File: src/rtl/dphy_pkg.sv
// Shared D-PHY definitions: HS leader sync byte and the lane sync-hunter state encoding.
package dphy_pkg;

  localparam logic [7:0] HS_SYNC_BYTE = 8'hB8;

  typedef enum logic [1:0] {
    IDLE   = 2'd0,
    HUNT   = 2'd1,
    LOCKED = 2'd2
  } hunter_state_e;

endpackage

File: src/rtl/dphy_lane_sync_hunter.sv
// Bit-rate HS front end for one D-PHY lane: hunts the sync byte at either DDR bit phase,
// then emits one aligned byte every four dphy_clk cycles until the packet ends.
module dphy_lane_sync_hunter
  import dphy_pkg::*;
#(
  parameter logic        INVERT    = 1'b0,
  parameter logic [7:0]  SYNC_BYTE = HS_SYNC_BYTE,
  parameter logic [15:0] MAX_BYTES = 16'd8192
) (
  input  logic       dphy_clk,
  input  logic       areset,
  input  logic [1:0] din,
  input  logic       hunt_en,
  input  logic       lp_active,
  input  logic       packet_done,
  output logic [7:0] byte_out,
  output logic       byte_valid,
  output logic       sync_found,
  output logic       locked,
  output logic       bit_off,
  output logic       timeout
);

  hunter_state_e state_q, state_d;
  logic [9:0]    sr_q, sr_d;
  logic [1:0]    ph_q, ph_d;
  logic [15:0]   cnt_q, cnt_d;
  logic          bit_off_q, bit_off_d;
  logic [7:0]    byte_q, byte_d;
  logic          valid_q, valid_d;
  logic          sync_q, sync_d;
  logic          tmo_q, tmo_d;

  logic [1:0]    d;
  logic          m0, m1;
  logic [7:0]    win;
  logic [15:0]   cnt_inc;

  assign d       = INVERT ? ~din : din;
  // Newest pair enters at the top so LSB-first bytes read out as sr[k+7:k].
  assign sr_d    = {d[0], d[1], sr_q[9:2]};
  assign m0      = (sr_q[7:0] == SYNC_BYTE);
  assign m1      = (sr_q[8:1] == SYNC_BYTE);
  assign win     = bit_off_q ? sr_q[8:1] : sr_q[7:0];
  assign cnt_inc = cnt_q + 16'd1;

  always_comb begin
    state_d   = state_q;
    ph_d      = ph_q + 2'd1;
    cnt_d     = cnt_q;
    bit_off_d = bit_off_q;
    byte_d    = byte_q;
    valid_d   = 1'b0;
    sync_d    = 1'b0;
    tmo_d     = 1'b0;
    case (state_q)
      IDLE: begin
        if (hunt_en && !lp_active) state_d = HUNT;
      end
      HUNT: begin
        if (!hunt_en || lp_active) begin
          state_d = IDLE;
        end else if (m0 || m1) begin
          state_d   = LOCKED;
          bit_off_d = m1 && !m0;
          ph_d      = 2'd0;
          cnt_d     = 16'd0;
          sync_d    = 1'b1;
        end
      end
      LOCKED: begin
        // Leaving the HS burst outranks both packet end and the byte-count timeout.
        if (!hunt_en || lp_active) begin
          state_d = IDLE;
        end else if (packet_done) begin
          state_d = HUNT;
        end else if (ph_q == 2'd3) begin
          byte_d  = win;
          valid_d = 1'b1;
          cnt_d   = cnt_inc;
          if (cnt_inc == MAX_BYTES) begin
            tmo_d   = 1'b1;
            state_d = HUNT;
          end
        end
      end
      default: state_d = IDLE;
    endcase
  end

  always_ff @(posedge dphy_clk or posedge areset) begin
    if (areset) begin
      state_q   <= IDLE;
      sr_q      <= '0;
      ph_q      <= '0;
      cnt_q     <= '0;
      bit_off_q <= 1'b0;
      byte_q    <= '0;
      valid_q   <= 1'b0;
      sync_q    <= 1'b0;
      tmo_q     <= 1'b0;
    end else begin
      state_q   <= state_d;
      sr_q      <= sr_d;
      ph_q      <= ph_d;
      cnt_q     <= cnt_d;
      bit_off_q <= bit_off_d;
      byte_q    <= byte_d;
      valid_q   <= valid_d;
      sync_q    <= sync_d;
      tmo_q     <= tmo_d;
    end
  end

  assign byte_out   = byte_q;
  assign byte_valid = valid_q;
  assign sync_found = sync_q;
  assign locked     = (state_q == LOCKED);
  assign bit_off    = bit_off_q;
  assign timeout    = tmo_q;

endmodule

File: config.mk
export PLATFORM = sky130hd
export DESIGN_NAME = dphy_lane_sync_hunter
export DESIGN_NICKNAME = d
export VERILOG_FILES = /design/src/rtl/dphy_pkg.sv /design/src/rtl/dphy_lane_sync_hunter.sv
export SDC_FILE = /design/constraint.sdc
export NUM_CORES = 1
export LEC_CHECK = 0
export ABC_AREA = 1
export BUFFER_PORTS_ARGS = -buffer_cell sky130_fd_sc_hd__buf_2
export CORE_MARGIN = 2
export CORE_UTILIZATION = 47
export DETAILED_ROUTE_END_ITERATION = 10
export PLACE_DENSITY_LB_ADDON = 0.1
export SETUP_SLACK_MARGIN = 0.05
export SKIP_CTS_REPAIR_TIMING = 1
export SYNTH_ARGS = -nofsm -noshare
export SYNTH_HDL_FRONTEND = slang
export SYNTH_SLANG_ARGS = --single-unit
File: constraint.sdc
create_clock -name dphy_clk -period 2.2 [get_ports dphy_clk]
set_clock_uncertainty 0.15 [all_clocks]
set_input_delay 0.55 -clock dphy_clk [delete_from_list [all_inputs] [get_ports dphy_clk]]
set_output_delay 0.55 -clock dphy_clk [all_outputs]
set_load 0.05 [all_outputs]
---- Yosys cells after proc, flatten, opt, wreduce, memory -nomap -nowiden ----
Index checks and enable logic that the tools add are counted.
cells by class
  add/sub/neg operators ................... 2
  reduce and logical (&&, ||, !) cells .... 13
  bitwise gates (word level) .............. 2
  equality and inequality tests ........... 15
  muxes and demuxes ....................... 30
operator list
  operator               count
  $mux 16                5
  $pmux 16 s2            1
  $mux 2                 10
  $add 16x1->16 const B  1
  $eq 16x14->1 const B   1
  $eq 8x8->1 const B     2
  $mux 1                 12
  $ne 2x2->1 const B     5
  $mux 8                 1
  $ne 4x2->1 const B     2
  $reduce_and 4->1       2
  $pmux 2 s3             1
  $reduce_and 6->1       1
  $eq 2x2->1 const B     2
  $logic_not 1->1        3
  $ne 3x3->1 const B     1
  $reduce_and 3->1       1
  $add 2x1->2 const B    1
  $eq 2x1->1 const B     1
  $logic_and 1x1->1      2
  $logic_not 2->1        1
  $logic_or 1x1->1       2
  $ne 2x1->1 const B     1
  $not 1->1              2
  $reduce_bool 2->1      1
storage, ports and cells
  register bits after elaboration ......... 42
  output and inout port bits .............. 13
  logic and storage cells ................. 71

---- Depth between registers and ports, before layout ----
Gate-level depths: netlist of run 1.
  word-level depth ........................ 7
  mapped depth ............................ 13

---- Worst setup path after synthesis of run 1 ----
OpenSTA, ideal clock, no wires.
  kind .................................... register -> register
  start point ............................. register state_q[0]
  end point ............................... register byte_q[0] (netlist: byte_out[0])
  cell stages (with the launch flop) ...... 9
  slack ................................... 0.244 ns
  buffers on the path ..................... 1
  arrival time ............................ 1.724 ns
  cells stage by stage .................... dfrtp_1 -> nor2_2 -> inv_1 -> nor3_4 -> nand2_1 -> inv_2 -> buf_4 -> nor2_1 -> a31oi_1
between the ends
  cells in the longest elaborated chain, start to end .. 2
RTL lines
  what                        line                          text
  from (decl)                 dphy_lane_sync_hunter.sv:24   hunter_state_e state_q, state_d;
  from (signal assigned)      dphy_lane_sync_hunter.sv:103  state_q <= state_d;
  $eq 2x2->1                  -
  via locked                  dphy_lane_sync_hunter.sv:19   output logic locked,
  $reduce_and 4->1 (no line)  -
  to (signal assigned)        dphy_lane_sync_hunter.sv:108  byte_q <= byte_d;
  to (decl)                   dphy_lane_sync_hunter.sv:29   logic [7:0] byte_q, byte_d;
The timed path passes the listed nets, and every way through them passes these cells.
A chain may end at the register's enable or synchronous reset.

---- Worst setup path in the final report of run 1 ----
  start point ............................. register cnt_q[1]
  end point ............................... register state_q[0]
between the ends
  cells in the longest elaborated chain, start to end .. 4
RTL lines
  what                        line                          text
  from (decl)                 dphy_lane_sync_hunter.sv:27   logic [15:0] cnt_q, cnt_d;
  from (signal assigned)      dphy_lane_sync_hunter.sv:106  cnt_q <= cnt_d;
  $add 16x1->16               dphy_lane_sync_hunter.sv:45   assign cnt_inc = cnt_q + 16'd1;
  $eq 16x14->1                dphy_lane_sync_hunter.sv:81   if (cnt_inc == MAX_BYTES) begin
  $ne 4x2->1 (no line)        -
  $reduce_and 4->1 (no line)  -
Every way passes these cells.

==> results of run 1 <==
==> logic make-up after synthesis <==
kind of cell	after synthesis
compound gates	26
xor+xnor	2
fa+ha+maj	3
buf+inv	36
flops	42
simple gates	148
==> flip-flops by register name, indices dropped and copies added (netlist names) <==
register	flops
byte_out	8
sr_q	10
ph_q	2
cnt_q	16
byte_valid	1
state_q	2
bit_off	1
sync_found	1
timeout	1
==> tightest hold or removal path, cell delays in order <==
cell	delay, ps
buf_2	100
clkinv_1	30
buf_4	440
==> per-layer routing <==
layer  global-route usage  up-vias
li1                     -      879
met1               0.2542      772
met2               0.2914       23
met3              0.03030        7
met4              0.07051        0
met5                    0        -
==> power by group <==
part           switching (mW)  total (mW)  internal, mW  leakage [nW]
Combinational           0.127       0.192        0.0653         0.747
Sequential             0.0408       0.857         0.816         0.505
Clock                   0.268       0.528         0.259        0.0489
==> placed cells by master (no fill, tap or decap), types with 2 or more instances in the layout <==
cell type   n
a21oi_1     2
a31oi_1     8
buf_2      19
buf_4       6
clkbuf_8    6
clkinv_1    2
dfrtp_1    41
ha_1        2
inv_1      27
inv_2       2
nand2_1    80
nand2_2     3
nand3_1    14
nand3_2     3
nand4_1     6
nor2_1     32
nor2_2      6
nor2_4      2
o21ai_0     4
o21ai_1     3
o22ai_1     7
xor2_1      2
==> worst paths after layout <==
path | startpoint | end | slack, ps | depth (start not counted)
worst max-delay path | cnt_q[1]$_DFFE_PP0P_ | state_q[0]$_DFFE_PP0P_ | 270 | 13
worst min-delay path | areset | cnt_q[14]$_DFFE_PP0P_ | 210 | 3
worst max register to register | cnt_q[1]$_DFFE_PP0P_ | state_q[0]$_DFFE_PP0P_ | 270 | 13
max in group asynchronous | areset | cnt_q[1]$_DFFE_PP0P_ | 1290 | 3
worst min register to register | sr_q[9]$_DFF_PP0_ | sr_q[7]$_DFF_PP0_ | 210 | 0
min in group dphy_clk | sr_q[9]$_DFF_PP0_ | sr_q[7]$_DFF_PP0_ | 210 | 0
==> layout make-up <==
class	instances	area [sq um]
clock buffer	7	86.33
fill	381	1927
clock inverter	1	8.758
sequential	42	1052
tap	52	65.06
timing repair buffer	26	160.2
inverter	31	116.4
multi-input combinational	179	878.3
==> stage by stage <==
step	utilization	instances	total power [mW]	hold WS, ps	worst slack [ps]
5_1_grt	0.5513	338	1.665	200.4	66.71
2_1_floorplan	-	257	1.019	181.2	243.6
3_3_place_gp	0.5248	328	1.063	181.6	239.4
4_1_cts	0.5469	336	1.595	203.6	230.3
3_5_place_dp	0.5248	328	1.065	194.3	233.4
6_report	0.5513	338	1.577	209.9	266.6
==> results.cfg, run 1 <==
[run_status]
status = finished clean

[final_layout]
drive_gt1_frac = 0.1888
design_area_sq_mm = 0.002367
syn2layout_area_growth_pct = 14.46
nNetsFinal = 295
diodes = 0

[synth]
synthFlopType = dfrtp_1
synth_fa_ha_area_frac = 0.01815
synthArstFlopShare = 1.000
synth_edf_count = 0
synth.net_count = 267
yosys_warnings = 0
synthTopCellsByArea = dfrtp_1, nand2_1, nor2_1
yosysMostFrequentCell = nand2_1
synthMuxAreaShare = 0
ys_ff_latch = 42
synth-seq-area-share = 0.5082
postSynthCellCount = 257
synth_top_family_by_area = simple AND/OR/NAND/NOR gates
synthXorXnorAreaFrac = 0.008469
synth_compound_area_frac = 0.07502
synth_cell_types = 27
yosys.area.top_type_share = 0.5082
ys_top_cells_by_count = nand2_1, dfrtp_1, nor2_1
netlist_area_sq_mm = 0.002068
synth-simple-area-share = 0.3218
synth_area_per_cell_sq_um = 8.048
yosysTopAreaCell = dfrtp_1

[grt]
antenna_found_initial = 0
grt-ovfl-total = 0
grt_usage = 0.1845
grt_pass1_vias = 1646
grt_pass1_wl_microns = 7231
grt_max_degree = 43

[worst_setup_path]
crit_path_end_kind = register
worstPathArrival_ps = 2020
path_common_cell = nand2_1
cp.required_ps = 2280
path_buf_inv = 0
crit_chain = ha_2 -> nand3_2 -> nor2_4 -> nand2_1 -> nand2_1 -> nand2_1 -> nor2_1 -> nand2_1 -> nor2_2 -> nand2_1 -> nand2_2 -> nand3_2 -> nand2_2
critPathKind = reg2reg
path_delay_family = simple AND/OR/NAND/NOR gates
cpPeakStageDelay_ps = 400
slowest_stage = dfrtp_2
start_kind = register
path_max_fanout = 7

[placement]
place.gp.congestion = 0.8140
dp_hpwl_microns = 2792
placed_area_sq_mm = 0.002253
portBuffers = 19

[power]
peakVddDrop_v = 0.0003930
p_leak_nw = 1.301
pwr_density_cell_mw_per_mm2 = 666.1

[sta]
setup_violations = 0
fmax_mhz = 517.2
fin_tns_setup_ps = 0
maxSlewHeadroom = 0.6437
drv_slew = 0
fin_crit_ps = 1933
rsz0062_at_grt = false
post-route-period-util = 0.8788
tightest_slew_ps = 534.4
hold_violations = 0

[routing]
vias = 1681
drt-met1-wl_microns = 2064
wl_met3_microns = 116
avgViaCountPerCell = 4.973
highest_layer = met4
wl_met2_microns = 1794
routedWlPerCell_microns = 11.96
postRouteAntennaNets = 0
drt-total-wl_microns = 4043
dr.first_iter.drc_count = 93
drt-pass1-iter-count = 5
route.detailed.drc = 0

[clock_network]
numClockSinks = 42
cts_tree = done
h-tree-depth = 2
cts_buffer_depth = 2
numCtsBuffers = 5
cts_root_buffer = clkbuf_8
clock_latency_ps = 300
path_clk_slew_ps = 90

[die]
row_count = 24
dieArea_sq_mm = 0.004947
coreArea_sq_mm = 0.004294
die_w_microns = 70.34
die_h_microns = 70.34
io_pins = 20
start_util = 0.4816

[min_path]
min_path_type = in2async

[run]
timing.max_cap.violations = 0
Note: power is estimated with default switching activity, not from simulation.
==> inputs of run 2 (changes only) <==
--- a/config.mk
+++ b/config.mk
@@ -10,7 +10,7 @@
 export CORE_MARGIN = 2
 export CORE_UTILIZATION = 47
 export DETAILED_ROUTE_END_ITERATION = 10
-export PLACE_DENSITY_LB_ADDON = 0.1
+export PLACE_DENSITY = 0.71
 export SETUP_SLACK_MARGIN = 0.05
 export SKIP_CTS_REPAIR_TIMING = 1
 export SYNTH_ARGS = -nofsm -noshare
==> run 2 against run 1 <==
  * Clock-buffer cell count is 2 lower
  * Die area stayed put
  * Sequential power is 0.5% lower
  * Core utilization is 0.44 points lower
  * Sequential share of layout area is 0.30 points higher
  * Critical path type unchanged
  * Cell area is 0.79% lower
  * Final cell count stayed put
  * Clock power is 4.7% lower
  * First-iteration DRC count is 35% higher
  * Non-clock buffer count stayed put
==> results.cfg, run 2 (synthesis results as in run 1) <==
[worst_setup_path]
crit_path_end_kind = register
r2r-start = cnt_q[1]$_DFFE_PP0P_
cpPeakStageDelay_ps = 400
cp.required_ps = 2230
path_max_fanout = 7
slowest_stage = dfrtp_1
crit_chain = ha_2 -> nand3_2 -> nor2_4 -> nand2_1 -> nand2_1 -> nand2_1 -> nor2_1 -> nand2_1 -> nor2_2 -> nand2_1 -> nand2_2 -> o31ai_1
worstPathArrival_ps = 2010
path_common_cell = nand2_1
worstRegToRegCells = 12
path_delay_family = simple AND/OR/NAND/NOR gates
start_kind = register
rrSetupSlack_ps = 220
critPathKind = reg2reg
path_buf_inv = 0
startpoint = cnt_q[1]$_DFFE_PP0P_
r2r-end = state_q[1]$_DFFE_PP0P_

[min_path]
min_path_type = in2async

[run_status]
status = finished clean

[routing]
drt-total-wl_microns = 3858
postRouteAntennaNets = 0
route.detailed.drc = 0
vias = 1683
dr.first_iter.drc_count = 126
drt-pass1-iter-count = 4
avgViaCountPerCell = 4.979
routedWlPerCell_microns = 11.41

[final_layout]
diodes = 0
design_area_sq_mm = 0.002349
mostFrequentLayoutCells = nand2_1, dfrtp_1, nor2_1
largest_reg_flops = 16
largest-register = cnt_q
layout.cells.non_filler = 338
final_common_cell = nand2_1
final_util = 0.5469
nNetsFinal = 295
drive_gt1_frac = 0.1888
syn2layout_area_growth_pct = 13.55

[sta]
drv_slew = 0
hold_violations = 0
fmax_mhz = 504.0
post-route-period-util = 0.9018
maxSlewHeadroom = 0.7261
holdWs_ps = 138.8
fin_crit_ps = 1984
rsz0062_at_grt = false
fin_tns_setup_ps = 0
setup_violations = 0
tightest_slew_ps = 410.3

[die]
die_w_microns = 70.34
die_h_microns = 70.34
row_count = 24
coreArea_sq_mm = 0.004294
io_pins = 20
start_util = 0.4816
dieArea_sq_mm = 0.004947

[run]
timing.max_cap.violations = 0

[placement]
portBuffers = 19
dp_hpwl_microns = 2767
placed_area_sq_mm = 0.002248
place.gp.congestion = 0.7947
dp_cells = 329

[clock_network]
path_clk_slew_ps = 80
numClockSinks = 42
h-tree-depth = 2
clock_latency_ps = 300
numCtsBuffers = 5
cts_root_buffer = clkbuf_8
cts_tree = done
cts_buffer_depth = 2

[grt]
grt_pass1_vias = 1583
antenna_found_initial = 0
grt_pass1_wl_microns = 6920
grt-ovfl-total = 0
grt_max_degree = 28
grt_usage = 0.1761

[power]
peakVddDrop_v = 0.0004284
p_leak_nw = 1.298
pwr_density_cell_mw_per_mm2 = 660.0
==> run 2: cell count changes in the layout (fill, tap and decap cells not counted) <==
cell / change
inv_6: -1
clkinv_2: +1
inv_1: +1
clkinv_4: +1
buf_12: -1
clkinv_1: -1
dfrtp_1: +1
clkbuf_8: -1
buf_4: +1
clkinvlp_4: +1
dfrtp_2: -1
clkbuf_1: -1
==> run 2: routing by layer <==
metal	up-vias	wire [microns]	part of all wire	GRT usage
li1	877	-	-	-
met2	28	1712	0.44	0.2621
met3	5	128	0.033	0.04762
met1	773	1965	0.51	0.2523
met5	-	0	0	0
met4	0	52	0.013	0.05128
==> run 2: worst register-to-register path: stages (launching register included) <==
cell	delay, ps
dfrtp_1	400
ha_2	220
nand3_2	130
nor2_4	220
nand2_1	70
nand2_1	60
nand2_1	70
nor2_1	130
nand2_1	80
nor2_2	100
nand2_1	90
nand2_2	80
o31ai_1	70
==> run 2: metrics by stage <==
| step | power, mW | setup slack (ps) |
|---|---|---|
| 2_1_floorplan | 1.019 | 243.6 |
| 3_3_place_gp | 1.061 | 227.0 |
| 3_5_place_dp | 1.065 | 166.3 |
| 4_1_cts | 1.564 | 201.3 |
| 5_1_grt | 1.643 | 69.13 |
| 6_report | 1.550 | 216.0 |
==> run 2: worst max path at each step <==
stage	end	cells after the start
after floorplan	byte_out[0]$_DFFE_PP0P_	8
after global placement	state_q[1]$_DFFE_PP0P_	12
after detailed placement	byte_out[2]$_DFFE_PP0P_	8
after CTS	state_q[1]$_DFFE_PP0P_	12
after global routing	state_q[1]$_DFFE_PP0P_	12
final	state_q[1]$_DFFE_PP0P_	12
==> run 2: final cells by class <==
cell class / instances / area [sq um]
clock buffer: 5 / 68.82
timing repair buffer: 26 / 147.6
multi-input combinational: 179 / 878.3
inverter: 31 / 116.4
sequential: 42 / 1051
tap: 52 / 65.06
clock inverter: 3 / 21.27
fill: 392 / 1946
==> run 2: power by group <==
part           internal (mW)  switching [mW]
Sequential             0.816          0.0362
Combinational         0.0673           0.128
Clock                  0.223           0.280
